### config.mk
export PLATFORM = sky130hd
export DESIGN_NAME = sync_down_counter_flat
export DESIGN_NICKNAME = d
export VERILOG_FILES = /design/src/rtl/sync_down_counter_if.sv /design/src/rtl/sync_down_counter.sv /design/src/flat_wrapper.sv
export SDC_FILE = /design/constraint.sdc
export NUM_CORES = 1
export LEC_CHECK = 0
export CORE_MARGIN = 5
export CORE_UTILIZATION = 50
export CTS_CLUSTER_DIAMETER = 150
export CTS_CLUSTER_SIZE = 25
export DETAILED_ROUTE_END_ITERATION = 12
export GPL_TIMING_DRIVEN = 0
export HOLD_SLACK_MARGIN = 0.15
export MAX_ROUTING_LAYER = met4
export PLACE_DENSITY = 0.81
export SKIP_CTS_REPAIR_TIMING = 1
export SLEW_MARGIN = 40
export SYNTH_ARGS = -nofsm -noshare
export SYNTH_HDL_FRONTEND = slang
export SYNTH_SLANG_ARGS = --single-unit
### constraint.sdc
create_clock -name clk -period 2.3 [get_ports clk]
set_input_delay 0.23 -clock clk [delete_from_list [all_inputs] [get_ports clk]]
set_output_delay 0.23 -clock clk [all_outputs]
set_load 0.1 [all_outputs]
### src/rtl/sync_down_counter_if.sv
// Handshake bundle for sync_down_counter: control/load inputs and count/status outputs.
interface sync_down_counter_if #(
  parameter int unsigned WIDTH = 4
);
  logic             enable;
  logic             load;
  logic [WIDTH-1:0] load_value;
  logic             mode;
  logic [WIDTH-1:0] count;
  logic             tc;
  logic             running;
  logic             done;

  modport master (
    output enable, load, load_value, mode,
    input  count, tc, running, done
  );

  modport slave (
    input  enable, load, load_value, mode,
    output count, tc, running, done
  );
endinterface

### src/rtl/sync_down_counter.sv
// Loadable down counter with one-cycle terminal-count pulse, one-shot or auto-reload.
// Optional enabled-cycle prescaler is built only when DOWN_COUNTER_PRESCALE_EN is defined.
module sync_down_counter #(
  parameter int unsigned WIDTH    = 4,
  parameter int unsigned PRESCALE = 4
) (
  input logic                clk,
  input logic                rst,
  sync_down_counter_if.slave bus
);

  localparam logic [1:0] StIdle = 2'd0;
  localparam logic [1:0] StRun  = 2'd1;
  localparam logic [1:0] StDone = 2'd2;

  logic [1:0]       r_state, w_state_d;
  logic [WIDTH-1:0] r_count, w_count_d;
  logic [WIDTH-1:0] r_reload, w_reload_d;
  logic             r_mode, w_mode_d;
  logic             r_tc, w_tc_d;
  logic             w_tick;

`ifdef DOWN_COUNTER_PRESCALE_EN
  localparam int unsigned PW = (PRESCALE > 1) ? $clog2(PRESCALE) : 1;
  localparam logic [PW-1:0] PreLast = PW'(PRESCALE - 1);

  logic [PW-1:0] r_pre, w_pre_d;

  // Prescaler only advances on enabled RUN cycles; a tick fires as it wraps.
  always_comb begin
    w_pre_d = r_pre;
    if (bus.load) begin
      w_pre_d = '0;
    end else if (r_state == StRun && bus.enable) begin
      w_pre_d = (r_pre == PreLast) ? '0 : r_pre + PW'(1);
    end
  end

  assign w_tick = bus.enable && (r_pre == PreLast);

  always_ff @(posedge clk or posedge rst) begin
    if (rst) begin
      r_pre <= '0;
    end else begin
      r_pre <= w_pre_d;
    end
  end
`else
  logic w_unused_prescale;
  assign w_unused_prescale = ^PRESCALE;
  assign w_tick            = bus.enable;
`endif

  always_comb begin
    w_state_d  = r_state;
    w_count_d  = r_count;
    w_reload_d = r_reload;
    w_mode_d   = r_mode;
    w_tc_d     = 1'b0;
    if (bus.load) begin
      w_count_d  = bus.load_value;
      w_reload_d = bus.load_value;
      w_mode_d   = bus.mode;
      w_state_d  = (bus.load_value != '0) ? StRun : StDone;
    end else if (r_state == StRun && w_tick) begin
      if (r_count > WIDTH'(1)) begin
        w_count_d = r_count - WIDTH'(1);
      end else begin
        w_tc_d = 1'b1;
        if (r_mode) begin
          w_count_d = r_reload;
        end else begin
          w_count_d = '0;
          w_state_d = StDone;
        end
      end
    end
  end

  always_ff @(posedge clk or posedge rst) begin
    if (rst) begin
      r_state  <= StIdle;
      r_count  <= '0;
      r_reload <= '0;
      r_mode   <= 1'b0;
      r_tc     <= 1'b0;
    end else begin
      r_state  <= w_state_d;
      r_count  <= w_count_d;
      r_reload <= w_reload_d;
      r_mode   <= w_mode_d;
      r_tc     <= w_tc_d;
    end
  end

  assign bus.count   = r_count;
  assign bus.tc      = r_tc;
  assign bus.running = (r_state == StRun);
  assign bus.done    = (r_state == StDone);

endmodule

### src/flat_wrapper.sv
// flat-port wrapper written by rule: the top's interface ports become plain ports
module sync_down_counter_flat 
#(
  parameter int unsigned WIDTH    = 4,
  parameter int unsigned PRESCALE = 4
)
  (clk, rst, bus_enable, bus_load, bus_load_value, bus_mode, bus_count, bus_tc, bus_running, bus_done);
  sync_down_counter_if #(.WIDTH(WIDTH)) bus_i ();
  input logic clk;
  input logic rst;
  input wire logic [$bits(bus_i.enable)-1:0] bus_enable;
  input wire logic [$bits(bus_i.load)-1:0] bus_load;
  input wire logic [$bits(bus_i.load_value)-1:0] bus_load_value;
  input wire logic [$bits(bus_i.mode)-1:0] bus_mode;
  output wire logic [$bits(bus_i.count)-1:0] bus_count;
  output wire logic [$bits(bus_i.tc)-1:0] bus_tc;
  output wire logic [$bits(bus_i.running)-1:0] bus_running;
  output wire logic [$bits(bus_i.done)-1:0] bus_done;
  assign bus_i.enable = bus_enable;
  assign bus_i.load = bus_load;
  assign bus_i.load_value = bus_load_value;
  assign bus_i.mode = bus_mode;
  assign bus_count = bus_i.count;
  assign bus_tc = bus_i.tc;
  assign bus_running = bus_i.running;
  assign bus_done = bus_i.done;
  sync_down_counter #(.WIDTH(WIDTH), .PRESCALE(PRESCALE)) u_core (.clk(clk), .rst(rst), .bus(bus_i));
endmodule
# Word-level counts from Yosys, hierarchy flattened
# Cells that the tools add are included.
totals:
  ff_bits: 12
  latch_bits: 0
  mem_bits_rw: 0
  romBits: 0
  in_bits: 9
  n_memories: 0
op_classes:
  add_sub_neg: 1
  multipliers: 0
  div_mod_pow: 0
  order_cmp: 1
  n_eq_ne: 4
  n_shift: 0
  n_mux: 12
  n_bitwise: 0
  reduce_logical: 4
ops:
  columns: ["cell", "n"]
  rows:
  - ["4-bit 2-to-1 mux", 4]
  - ["2-bit 2-to-1 mux", 5]
  - ["4-bit by 1-bit greater-than comparator with 1-bit output, second input constant", 1]
  - ["2-bit != test, second input constant", 2]
  - ["4-bit nonzero test", 1]
  - ["4-bit by 1-bit subtractor with 4-bit output, second input constant", 1]
  - ["1-bit 2-to-1 mux", 3]
  - ["3-bit AND reduction", 1]
  - ["2-bit by 1-bit == test with 1-bit output, second input constant", 1]
  - ["2-bit == test, second input constant", 1]
  - ["2-bit nonzero test", 1]
  - ["1-bit logical AND", 1]

# Depth between registers and ports, before layout
logic_depth:
  ltp_word: 4
  depth_mapped: 6
  depth_no_buf: 6

# Least setup slack after synthesis
# OpenSTA, ideal clock, no wires.
synth_timing:
  kind: "register to register"
  from: "register u_core.r_count[1] (netlist: u_core.bus.count[1])"
  to: "register u_core.r_count[0] (netlist: u_core.bus.count[0])"
  setup_time_ns: 0.069
  arrival_time_ns: 2.134
  required_time_ns: 2.231
  setup_slack_ns: 0.097
  stages_incl_launch_ff: 7
  n_path_buf: 0
  synth_period_minus_slack_ns: 2.203
  path_cell_list: "dfrtp_1 -> inv_1 -> ha_1 -> nor2_1 -> nor3_1 -> a2111oi_0 -> a221o_1"
synth_via:
  elab_chain_len: 4
synth_rtl:
  columns: ["item", "line", "source"]
  rows:
  - ["start: declaration", "sync_down_counter.sv:17", "logic [WIDTH-1:0] r_count, w_count_d;"]
  - ["start signal: assignment", "sync_down_counter.sv:89", "r_count <= w_count_d;"]
  - ["4-bit by 1-bit greater-than comparator with 1-bit output", "sync_down_counter.sv:66", "if (r_count > WIDTH'(1)) begin"]
  - ["4-bit 2-to-1 mux", "sync_down_counter.sv:66", null]
  - ["4-bit 2-to-1 mux", "sync_down_counter.sv:65", "end else if (r_state == StRun && w_tick) begin"]
  - ["4-bit 2-to-1 mux", "sync_down_counter.sv:60", "if (bus.load) begin"]
# Every way passes these cells. The select of a mux whose other input is x is not followed.
# A chain may end at the register's enable or synchronous reset.

# Worst setup path in the final report
layout_timing:
  from: "register u_core.r_count[0] (netlist: u_core.bus.count[0])"
  to: "register u_core.r_count[0] (netlist: u_core.bus.count[0])"
layout_via:
  elab_chain_len: 4
layout_rtl:
  columns: ["item", "line"]
  rows:
  - ["4-bit by 1-bit subtractor with 4-bit output or 4-bit by 1-bit greater-than comparator with 1-bit output (tied branches)", "sync_down_counter.sv:67, sync_down_counter.sv:66"]
  - ["4-bit 2-to-1 mux *", "sync_down_counter.sv:66"]
  - ["4-bit 2-to-1 mux *", "sync_down_counter.sv:65"]
  - ["4-bit 2-to-1 mux *", "sync_down_counter.sv:60"]
# Every way passes the cells marked *; elsewhere a longest branch is shown, timed or not. The select of a mux whose other input is x is not followed.

==> results.yml <==
outcome:
  status: "finished clean"
worst_setup_path:
  crit_path_max_fanout: 7
  cp_slowest_cell: "dfrtp_1"
  worst_r2r_endpoint: "u_core.bus.count[0]"
  criticalPathCategory: "flip-flop to flip-flop"
  timing.reg2reg.worst_path_depth: 6
  critical-path-top-delay-family: "flip-flops"
  timing.critical_path.slowest_cell_delay_ns: 0.46
  crit_arrival_ns: 1.87
  critPathBufInv: 1
  reg2reg_from: "u_core.bus.count[0]"
  reg2reg_setup_slack_ns: 0.59
  cp_cell_sequence: "inv_1 -> ha_1 -> nor2_1 -> or3_1 -> o22ai_1 -> a221o_1"
  worst_ep_required_time_ns: 2.47
  critPathCaptureType: "flip-flop"
  worstSetupStartpointType: "flip-flop"
finish:
  final_common_cell: "dfrtp_1"
  antennaDiodeCount: 0
  layout.cells.most_common_list: "dfrtp_1, buf_2, inv_1, clkdlybuf4s50_1"
  final_nets: 95
  ratio_of_cells_with_drive_above_1_in_the_final_layout_pct: 20.5
  final_design_area_no_fill_um2: 816
  syn2layout_area_growth_pct: 24.4
clocking:
  cts-htree-levels: 1
  clk_root_buffer_cell: "clkbuf_4"
  tritoncts.num_buffers: 3
  tritoncts: "built"
  tritoncts_num_sinks: 12
  path_clk_slew_ns: 0.07
  clockBufferDepth: 2
  clock_latency_on_the_worst_skew_pair_ns: 0.28
timing:
  post-route-period-util_pct: 74.2
  fmaxAchievable_mhz: 586
  tightest_slew_ns: 0.488
  period_minus_slack_ns: 1.71
  final.setup_skew_ns: 0.00426
  finalWorstSetupSlack_ns: 0.594
  setup_viol: 0
  timing_max_transition_violations_final: 0
  worst_slew_margin_rel_pct: 67.7
  final-hold-violation-count: 0
  grt_setup_unrepaired: "false"
  final.setup.tns_ns: 0
global_routing:
  gr-total-overflow: 0
  number_of_antenna_violations_at_the_first_check_in_global_routing: 0
  grt_start_max_net_pins: 13
  grt_pass1_wl_um: 2380
  grt_util_all_layers_pct: 17.0
  first_global_vias: 546
hold_path:
  min_to: "u_core.r_reload[3]"
  hp-class: "input port to flip-flop"
  hold-path-cell-count: 2
  holdCritStartpoint: "bus_load"
route:
  drt_wl_total_um: 1430
  vias: 560
  via_per_inst: 5.71
  remaining_drc_errors: 0
  drtIter0Drc: 25
  firstDrtPassIters: 4
  postRouteAntennaNets: 0
  routedWlPerCell_um: 14.6
die:
  placement_rows: 13
  fp.dieArea_um2: 2140
  floorplan.initialDensity_pct: 51.7
  placeableCoreArea_um2: 1270
  dieHeight_um: 46.2
  chipWidth_um: 46.2
  io-pin-count: 16
power_and_ir_drop:
  overall_power_mw: 0.629
  vdd_drop_max_mv: 0.485
  cellLeakagePower_nw: 0.368
  power_per_cell_area_nw_per_um2: 771
synth:
  postSynthAreaPerCell_um2: 10.1
  synthesis.instances: 65
  ys_seq_area_share_pct: 45.8
  synth_fp_nets: 76
  mappedNetlistArea_um2: 656
  yosys-top-cells-area: "dfrtp_1, inv_1, ha_1"
  yosysTopAreaCellShare_pct: 45.8
  ys_seq_elements: 12
  ys_types: 36
  synth.yosys.warnings: 0
  netlist.top_cell.by_area: "dfrtp_1"
place:
  io_buffers: 14
  dpl.hpwl_um: 1070
  gpl.final_weighted_congestion: 0.834
  preCtsSetupSlack_ns: 0.638
  dpl_cell_area_um2: 779
job:
  reported_max_cap_violation_count: 0
==> sequential cells by signal, indices dropped and copies added (netlist names) <==
name	cells
u_core.r_state	2
u_core.r_reload	4
u_core.r_mode	1
u_core.bus.count	4
u_core.bus.tc	1
==> kinds of logic after synthesis <==
group,Yosys count,synth area share (%)
compound gates,19,20.0
fa+ha+maj,2,3.82
buf+inv,10,7.06
mux,4,6.68
flops,12,45.8
simple gates,18,16.6
==> cells in the mapped netlist, drive strengths merged <==
| cell type | instances |
|---|---|
| a2111oi | 1 |
| buf | 2 |
| o31a | 1 |
| ha | 2 |
| and2b | 1 |
| mux2 | 3 |
| o21ai | 5 |
| mux2i | 1 |
| nor3 | 3 |
| a2bb2oi | 1 |
| and2 | 1 |
| a221o | 1 |
| o41a | 1 |
| o41ai | 1 |
| or4 | 1 |
| and3b | 1 |
| nor2 | 1 |
| a21oi | 4 |
| nor2b | 1 |
| o22ai | 1 |
| o31ai | 1 |
| dfrtp | 12 |
| nand2 | 4 |
| nand4 | 1 |
| o211ai | 1 |
| nand3 | 1 |
| nand3b | 1 |
| a31o | 1 |
| nor4b | 1 |
| inv | 8 |
| or3 | 1 |
==> worst register-to-register path: cells and delay by family, from the launching register on <==
family	cells	cell delay (ns)
flops	1	0.46
simple gates	2	0.41
compound gates	2	0.41
fa+ha+maj	1	0.23
buf+inv	1	0.07
==> where the power goes <==
group	leakage [nW]	switching [mW]	internal, mW
Clock	0.0210	0.0698	0.0964
Sequential	0.144	0.0242	0.231
Combinational	0.202	0.147	0.0595
Total	0.368	0.241	0.387
==> how the worst max path moves through the flow <==
| stage | endpoint | cells past startpoint | from | slack [ns] |
|---|---|---|---|---|
| 5_1_grt | u_core.bus.count[0] | 6 | u_core.bus.count[0] | 0.50 |
| 4_1_cts | u_core.bus.count[0] | 6 | u_core.bus.count[0] | 0.61 |
| 3_3_place_gp | bus_running | 2 | u_core.r_state[1] | 0.36 |
| 6_report | u_core.bus.count[0] | 6 | u_core.bus.count[0] | 0.59 |
| 2_1_floorplan | u_core.bus.count[0] | 6 | u_core.bus.count[1] | 0.1 |
| 3_5_place_dp | u_core.bus.count[0] | 6 | u_core.bus.count[0] | 0.64 |
==> through the flow <==
| stage | util, % | instances | hold WS [ns] |
|---|---|---|---|
| 6_report | 64.3 | 98 | 0.231 |
| 5_1_grt | 64.3 | 98 | 0.235 |
| 3_5_place_dp | 61.4 | 94 | 0.494 |
| 2_1_floorplan | - | 65 | 0.0947 |
| 3_3_place_gp | 64.2 | 94 | 0.478 |
| 4_1_cts | 64.3 | 98 | 0.224 |
==> final cells by class <==
cell class	count	area, um2
fill	110	453
multi-input combinational	43	309
sequential	12	300
timing repair buffer	14	105
clock buffer	4	36.3
inverter	8	30.0
tap	15	18.8
buffer	2	16.3
==> routing by layer <==
layer | global-route usage (%) | share of wire (%)
met3 | 5.08 | 8.2
met5 | - | 0
met1 | 19.3 | 42
met2 | 23.9 | 46
met4 | 14.8 | 3.8
Power figures use the tool's default switching activity.
